File: src/rtl/mul_unit_arbiter.sv
// Four-requester round-robin front end for a shared multiplier.
// One operation in flight; the result is returned to its owner, or a timeout pulse is raised.
module mul_unit_arbiter #(
    parameter int WIDTH   = 32,
    parameter int TIMEOUT = 8
) (
    input  logic                 Clock,
    input  logic                 Reset,
    input  logic [3:0]           iReq,
    input  logic [4*WIDTH-1:0]   iA,
    input  logic [4*WIDTH-1:0]   iB,
    input  logic [3:0]           iUnscaled,
    output logic [3:0]           oGrant,
    output logic [WIDTH-1:0]     oMulA,
    output logic [WIDTH-1:0]     oMulB,
    output logic                 oMulUnscaled,
    output logic                 oMulInputReady,
    input  logic [WIDTH-1:0]     iMulR,
    input  logic                 iMulOutputReady,
    output logic [WIDTH-1:0]     oResult,
    output logic [1:0]           oResultId,
    output logic                 oResultValid,
    output logic                 oBusy,
    output logic                 oError
);

    typedef enum logic {
        ST_IDLE = 1'b0,
        ST_WAIT = 1'b1
    } state_t;

    state_t      r_state;
    logic [1:0]  r_prio;
    logic [3:0]  r_cnt;
    logic [1:0]  r_id;

    logic [7:0]  w_dbl;
    logic [3:0]  w_rot;
    logic [1:0]  w_off;
    logic [1:0]  w_win;
    logic        w_win_valid;

    // Round-robin pick: rotate requests so the highest-priority index sits at bit 0.
    always_comb begin
        w_dbl       = {iReq, iReq} >> r_prio;
        w_rot       = w_dbl[3:0];
        w_win_valid = |iReq;
        if (w_rot[0]) begin
            w_off = 2'd0;
        end else if (w_rot[1]) begin
            w_off = 2'd1;
        end else if (w_rot[2]) begin
            w_off = 2'd2;
        end else begin
            w_off = 2'd3;
        end
        w_win = r_prio + w_off;
    end

    // Control FSM with all outputs registered; pulse outputs default low each cycle.
    always_ff @(posedge Clock or negedge Reset) begin
        if (!Reset) begin
            r_state        <= ST_IDLE;
            r_prio         <= 2'd0;
            r_cnt          <= 4'd0;
            r_id           <= 2'd0;
            oGrant         <= 4'd0;
            oMulA          <= '0;
            oMulB          <= '0;
            oMulUnscaled   <= 1'b0;
            oMulInputReady <= 1'b0;
            oResult        <= '0;
            oResultId      <= 2'd0;
            oResultValid   <= 1'b0;
            oBusy          <= 1'b0;
            oError         <= 1'b0;
        end else begin
            oGrant         <= 4'd0;
            oMulInputReady <= 1'b0;
            oResultValid   <= 1'b0;
            oError         <= 1'b0;
            case (r_state)
                ST_IDLE: begin
                    if (w_win_valid) begin
                        oMulA          <= iA[{w_win, 5'd0} +: WIDTH];
                        oMulB          <= iB[{w_win, 5'd0} +: WIDTH];
                        oMulUnscaled   <= iUnscaled[w_win];
                        oGrant         <= 4'b0001 << w_win;
                        oMulInputReady <= 1'b1;
                        r_id           <= w_win;
                        r_cnt          <= 4'd0;
                        oBusy          <= 1'b1;
                        r_state        <= ST_WAIT;
                    end
                end
                ST_WAIT: begin
                    // Completion is checked first so it beats a same-cycle timeout.
                    if (iMulOutputReady) begin
                        oResult      <= iMulR;
                        oResultId    <= r_id;
                        oResultValid <= 1'b1;
                        r_prio       <= r_id + 2'd1;
                        r_cnt        <= 4'd0;
                        oBusy        <= 1'b0;
                        r_state      <= ST_IDLE;
                    end else if (r_cnt == 4'(TIMEOUT - 1)) begin
                        oError       <= 1'b1;
                        r_prio       <= r_id + 2'd1;
                        r_cnt        <= 4'd0;
                        oBusy        <= 1'b0;
                        r_state      <= ST_IDLE;
                    end else begin
                        r_cnt        <= r_cnt + 4'd1;
                    end
                end
                default: begin
                    oBusy   <= 1'b0;
                    r_state <= ST_IDLE;
                end
            endcase
        end
    end

endmodule

File: config.mk
export PLATFORM = sky130hd
export DESIGN_NAME = mul_unit_arbiter
export DESIGN_NICKNAME = d
export VERILOG_FILES = /design/src/rtl/mul_unit_arbiter.sv
export SDC_FILE = /design/constraint.sdc
export NUM_CORES = 1
export LEC_CHECK = 0
export ABC_CLOCK_PERIOD_IN_PS = 2300
export CAP_MARGIN = 20
export CORE_AREA = 2 2 156 158
export CTS_CLUSTER_DIAMETER = 30
export DETAILED_ROUTE_END_ITERATION = 8
export DIE_AREA = 0 0 158 160
export PLACE_DENSITY = 0.66
export SLEW_MARGIN = 20
export SYNTH_ARGS = -nofsm -noshare
export SYNTH_HDL_FRONTEND = slang
export SYNTH_SLANG_ARGS = --single-unit
File: constraint.sdc
create_clock -name Clock -period 2.3 [get_ports Clock]
set_input_delay 0.46 -clock Clock [delete_from_list [all_inputs] [get_ports Clock]]
set_output_delay 0.46 -clock Clock [all_outputs]
set_load 0.02 [all_outputs]
Word-level counts from Yosys, hierarchy flattened
Cells that the tools add are included.

Register bits after elaboration: 116. Input port bits: 299. Output and inout port bits: 107. Logic and storage cells: 59.

$add $sub $neg: 3. $lt $le $gt $ge: 1. Equal/unequal tests: 3. Shift-type cells: 4. Mux-type cells: 27. Bitwise operators: 1. Reductions and logical operators: 6.

Operators with widths (number): $shiftx A128 B8 Y32 (2); $mux W4 (5); $mux W1 (14); $mux W2 (4); $pmux W4 S2 (1); $reduce_and A2 Y1 (4); $shr A8 B2 Y3 (1); $add A4 B1 Y4 const B (1); $eq A4 B3 Y1 const B (1); $pmux W1 S2 (2); $reduce_or A4 Y1 (1); $shl A1 B2 Y4 const A (1); $lt A2 B3 Y1 const B (1); $ne A3 B2 Y1 const B (1); $add A2 B1 Y2 const B (1); $add A2 B2 Y2 (1); $bmux W1 S2 (1); $ne A2 B2 Y1 const B (1); $reduce_bool A2 Y1 (1); $not A1 Y1 (1).

Longest topological paths before layout
Word-level depth: 8. Depth in mapped cells: 12. Gate-level depth less buffers: 9.

Worst setup path before layout
OpenSTA, ideal clock, no wires.

Kind: in2reg. From: in iReq[3]. To: reg oMulB[6]. Arrival time: 2.262 ns. Required time: 2.162 ns. Slack: -0.100 ns. Cell stages on the path: 12. Path buffers: 3. Cell sequence: nand2_1 > a21oi_1 > nor3_1 > a21oi_1 > ha_1 > buf_2 > buf_2 > buf_1 > mux2i_1 > nor2_1 > o21ai_0 > o311ai_1.

Cells in the longest elaborated chain, start to end: 6.

RTL lines: start: declaration (RTL line 9) `input logic [3:0] iReq,`; $shr A8 B2 Y3 * (RTL line 45) `w_dbl = {iReq, iReq} >> r_prio;`; $mux W1 (RTL line 52) `end else if (w_rot[2]) begin`; $mux W2 (RTL line 50) `end else if (w_rot[1]) begin`; $mux W2 * (RTL line 48) `if (w_rot[0]) begin`; $add A2 B2 Y2 * (RTL line 57) `w_win = r_prio + w_off;`; via w_win[0] (RTL line 40) `logic [1:0] w_win;`; $shiftx A128 B8 Y32 * (RTL line 86) `oMulB <= iB[{w_win, 5'd0} +: WIDTH];`; end signal: assignment (RTL line 86); end: declaration (RTL line 15) `output logic [WIDTH-1:0] oMulB,`.

Mark *: on every way through the listed nets, which the timed path passes. The rest lies on a longest branch. A chain may end at the register's enable or synchronous reset.

Worst setup path in the final report
From: reg r_prio[1]. To: reg oMulB[10].

Cells in the longest elaborated chain, start to end: 6.

RTL lines: start: declaration (RTL line 33) `logic [1:0] r_prio;`; start signal: assignment (RTL line 102) `r_prio <= r_id + 2'd1;`; start signal: assignment (RTL line 108) `r_prio <= r_id + 2'd1;`; $shr A8 B2 Y3 * (RTL line 45); $mux W1 (RTL line 52); $mux W2 (RTL line 50); $mux W2 * (RTL line 48); $add A2 B2 Y2 * (RTL line 57); via w_win[0] (RTL line 40); $shiftx A128 B8 Y32 * (RTL line 86).

Marks and branches as above.

==> flow_summary.rst <==
.. list-table::
   :header-rows: 1

   * - Metric
     - Value
   * - Status
     - complete, no violations
   * - Hold-critical path endpoint
     - oMulA[13]
   * - Min-Delay Startpoint
     - oMulA[13]
   * - Yosys warning count
     - 0
   * - Synthesized area per cell
     - 9.99 um2
   * - Fraction of layout instances using a drive strength above 1
     - 14.7%
   * - Die boundary height
     - 160 um
   * - Classification of the worst setup path
     - reg2reg
   * - Number of instances in the synthesized netlist
     - 663
   * - Static leakage
     - 5.23 nW
   * - TritonCTS buffer count
     - 17
   * - Number of cells after detailed placement
     - 1398
   * - Sum Neg Setup Slack
     - 0 ns
   * - Summed instance area of the synthesized netlist
     - 6620 um2
   * - Fraction of synthesized area in multiplexers
     - 25.4%
   * - Finished Layout Cells
     - 1436
   * - Tightest Pin Transition
     - 0.415 ns
   * - Portion of synthesized cell area occupied by the leading cell type
     - 43.8%
   * - Average wire per standard cell
     - 17.6 um
   * - Initial cell density of the core
     - 27.8%
   * - Iteration count of the initial detailed-routing pass
     - 4
   * - Clock latency reported for the late side of the worst-skew pair
     - 0.41 ns
   * - Commonest non-fill, non-tap cell in the layout
     - clkdlybuf4s50_1
   * - Number of antenna-violating nets in the routed design
     - 0
   * - Dominant combinational cell family by area after synthesis
     - multiplexers
   * - Die width
     - 158 um
   * - Sequential share of the synthesized area
     - 43.8%
   * - Clock tree from TritonCTS
     - built
   * - Remaining Overflow, GRT
     - 0
   * - Sort of element at the start of the critical path
     - flop
   * - Synth cell types
     - 34
   * - Smallest setup slack after layout
     - 0.0518 ns
   * - R2r endpoint
     - oMulB[10]
   * - CTS Sinks
     - 116
   * - Largest cells by area after synthesis
     - dfrtp_1 (44%), mux2i_1 (20%), mux2_2 (5.8%), o21ai_0 (5.2%), nand2_1 (4.6%)
   * - Max transition margin
     - 72.3%
   * - Post-synthesis share of cell area spent on xor and xnor gates
     - 0.265%
   * - Power density over the cells
     - 1180 nW/um2
   * - Placer's final routability congestion estimate
     - 0.805
   * - Share of synthesized cell area in full adder, half adder and majority cells
     - 0.378%
   * - Setup repair after global routing missed its margin
     - true
   * - Number of levels the H-tree was split into
     - 4
   * - Area Growth Syn to Fin
     - 85.9%
   * - Time the final worst path needs with I/O delays and setup
     - 2.25 ns
   * - Fmax achieved
     - 0.445 GHz
   * - MaxCap Viol Count
     - 0
   * - Syn_nets
     - 964
   * - Clock root cell
     - clkbuf_16
   * - CP Capture Type
     - flop
   * - Via/cell ratio
     - 4.71
   * - Maximum number of pins on one net before global-route repair
     - 64
   * - Hold Violations, Final
     - 0
   * - IR drop worst, VDD
     - 0.000522 V
   * - Period Utilization, post-route
     - 97.7%
   * - Antenna violations before repair
     - 0
   * - Total global-route track usage
     - 19.3%
   * - Final setup violation count
     - 0
   * - Total Routed Length
     - 25.2 mm
   * - Critical path data required time
     - 2.59 ns
   * - Core area
     - 23800 um2
   * - Antenna fix cells
     - 0
   * - Clock edge transition at the registers on the reported setup and hold paths
     - 0.06 ns
   * - Library cell occupying the most area in the post-synthesis netlist
     - dfrtp_1
   * - Largest fanout on the critical path
     - 15
   * - Worst flop-to-flop path startpoint
     - r_prio[1]
   * - Commonest cells after routing, fill and taps aside
     - clkdlybuf4s50_1 (400), mux2i_1 (126), dfrtp_1 (115), nand2_1 (81)
   * - DRC marker count from the first detailed-route iteration
     - 315
   * - Hold WC Path Type
     - reg2reg
   * - Final #Nets
     - 1400
   * - Flip-flop and latch count after synthesis
     - 116
   * - Overall die area
     - 25300 um2
   * - DRC Markers
     - 0
   * - Final Max Slew Viols
     - 0
   * - Count of buffers from port buffering
     - 405
   * - Worst-case clock buffer depth
     - 2
   * - Top-Level Pins
     - 406
   * - Worst hold path depth
     - 2
   * - R2R Setup Slk
     - 0.05 ns
   * - Std-Cell Rows
     - 57
   * - Via count of the first global-routing pass
     - 6971
   * - Worst setup timing slack at the placement stage
     - -0.589 ns
   * - Critical Path AT
     - 2.53 ns
   * - Routed via count
     - 6763
   * - Estimated wirelength of the detail-placed design
     - 19.2 mm
   * - Compound-Gate Fraction of Synth Area
     - 15.6%
   * - Wire length of the first global-routing pass
     - 38.0 mm
   * - Basic-gate share of the synthesized area counting and, or, nand and nor cells
     - 10.2%
   * - Depth of the worst register-to-register path
     - 10
   * - Worst clock skew
     - 0.00867 ns
==> kinds of logic (layout without fill, tap and decap cells) <==
| logic type | Yosys count | count (layout) |
|---|---|---|
| buf+inv | 65 | 514 |
| compound gates | 146 | 146 |
| simple gates | 168 | 168 |
| flops | 116 | 116 |
| mux | 164 | 164 |
| xor+xnor | 2 | 2 |
| fa+ha+maj | 2 | 2 |
==> through the flow <==
stage	hold WS [ns]	utilization, %	power, mW	area (um2)
CTS	0.486	51.2	14.3	12200
finish	0.479	51.7	14.5	12300
global route	0.502	51.7	15.4	12300
floorplan	0.164	-	7.52	6620
global placement	0.426	48.2	11.1	11500
detailed placement	0.426	48.2	11.2	11500
==> per-layer routing <==
layer / GRT usage [%] / up-vias / part of all wire [%]
met5: 0 / - / 0
met2: 34.0 / 293 / 50
li1: - / 3297 / -
met4: 7.17 / 0 / 2.7
met1: 22.5 / 3140 / 40
met3: 4.83 / 33 / 7.9
==> worst max-delay path: stages (launching register included) <==
cell	delay, ns
dfrtp_2	0.44
buf_6	0.14
nor3_2	0.17
nor3_2	0.06
a21oi_2	0.17
ha_4	0.25
buf_12	0.15
buf_16	0.17
buf_4	0.16
mux2i_1	0.12
o311ai_0	0.27
==> flip-flops by register name, indices dropped and copies added, names as in the netlist <==
signal	count
oGrant	4
r_id	2
oBusy	1
oMulInputReady	1
oError	1
oResult	32
r_prio	2
r_cnt	4
oMulUnscaled	1
oMulA	32
oResultValid	1
r_state	1
oMulB	32
oResultId	2
==> area by class of cell <==
type	count	area [um2]
tap	324	405
inverter	3	11.3
timing repair buffer	479	4830
clock inverter	13	195
multi-input combinational	482	3510
fill	2247	11500
clock buffer	19	453
sequential	116	2900
==> report_power, final <==
part | switching [mW] | total (mW) | internal [mW]
clock | 1.02 | 2.91 | 1.89
combinational | 4.14 | 8.42 | 4.29
sequential | 0.415 | 3.18 | 2.77
total | 5.58 | 14.5 | 8.94
==> timing repair <==
| action | in CTS | in global routing |
|---|---|---|
| cloned | 0 | 2 |
| endpoints found under the setup margin | 68 | 67 |
| buffers inserted | 3 | 0 |
| hold buffers | 1 | 0 |
| hold endpoints to repair | 27 | 0 |
| pin swaps | 1 | 1 |
| gates resized for setup | 11 | 25 |
==> cells in the mapped netlist <==
cell      instances
inv_1             3
or2b_1            1
buf_1             4
o311ai_2          5
a211oi_2          1
nand2b_1          2
a21oi_1           6
nand3_1           1
mux2i_1         130
o311ai_0         33
xnor2_1           1
xor2_1            1
o311ai_1         27
a31oi_1           1
buf_2             6
o21ai_1           1
nor4_1            2
nor2_1           69
clkbuf_2          3
or2_2             1
mux2_2           34
nand2_1          81
ha_1              2
a22o_1            2
o31a_1            1
nand3b_1          1
clkbuf_1         45
and3_1            1
o21ai_0          69
nor2b_1           3
or2_4             1
buf_6             4
nor3_1            5
dfrtp_1         116
==> worst max-delay path by stage <==
stage | from | to | slack [ns] | cells past startpoint
global placement | iReq[0] | oGrant[2] | -0.50 | 9
CTS | iReq[3] | oMulA[0] | 0.03 | 8
floorplan | iReq[3] | oMulA[10] | -0.02 | 10
detailed placement | iReq[0] | oMulA[1] | -0.59 | 10
finish | r_prio[1] | oMulB[10] | 0.05 | 10
global route | r_prio[1] | oMulB[31] | -0.06 | 10
Power figures use the tool's default switching activity.
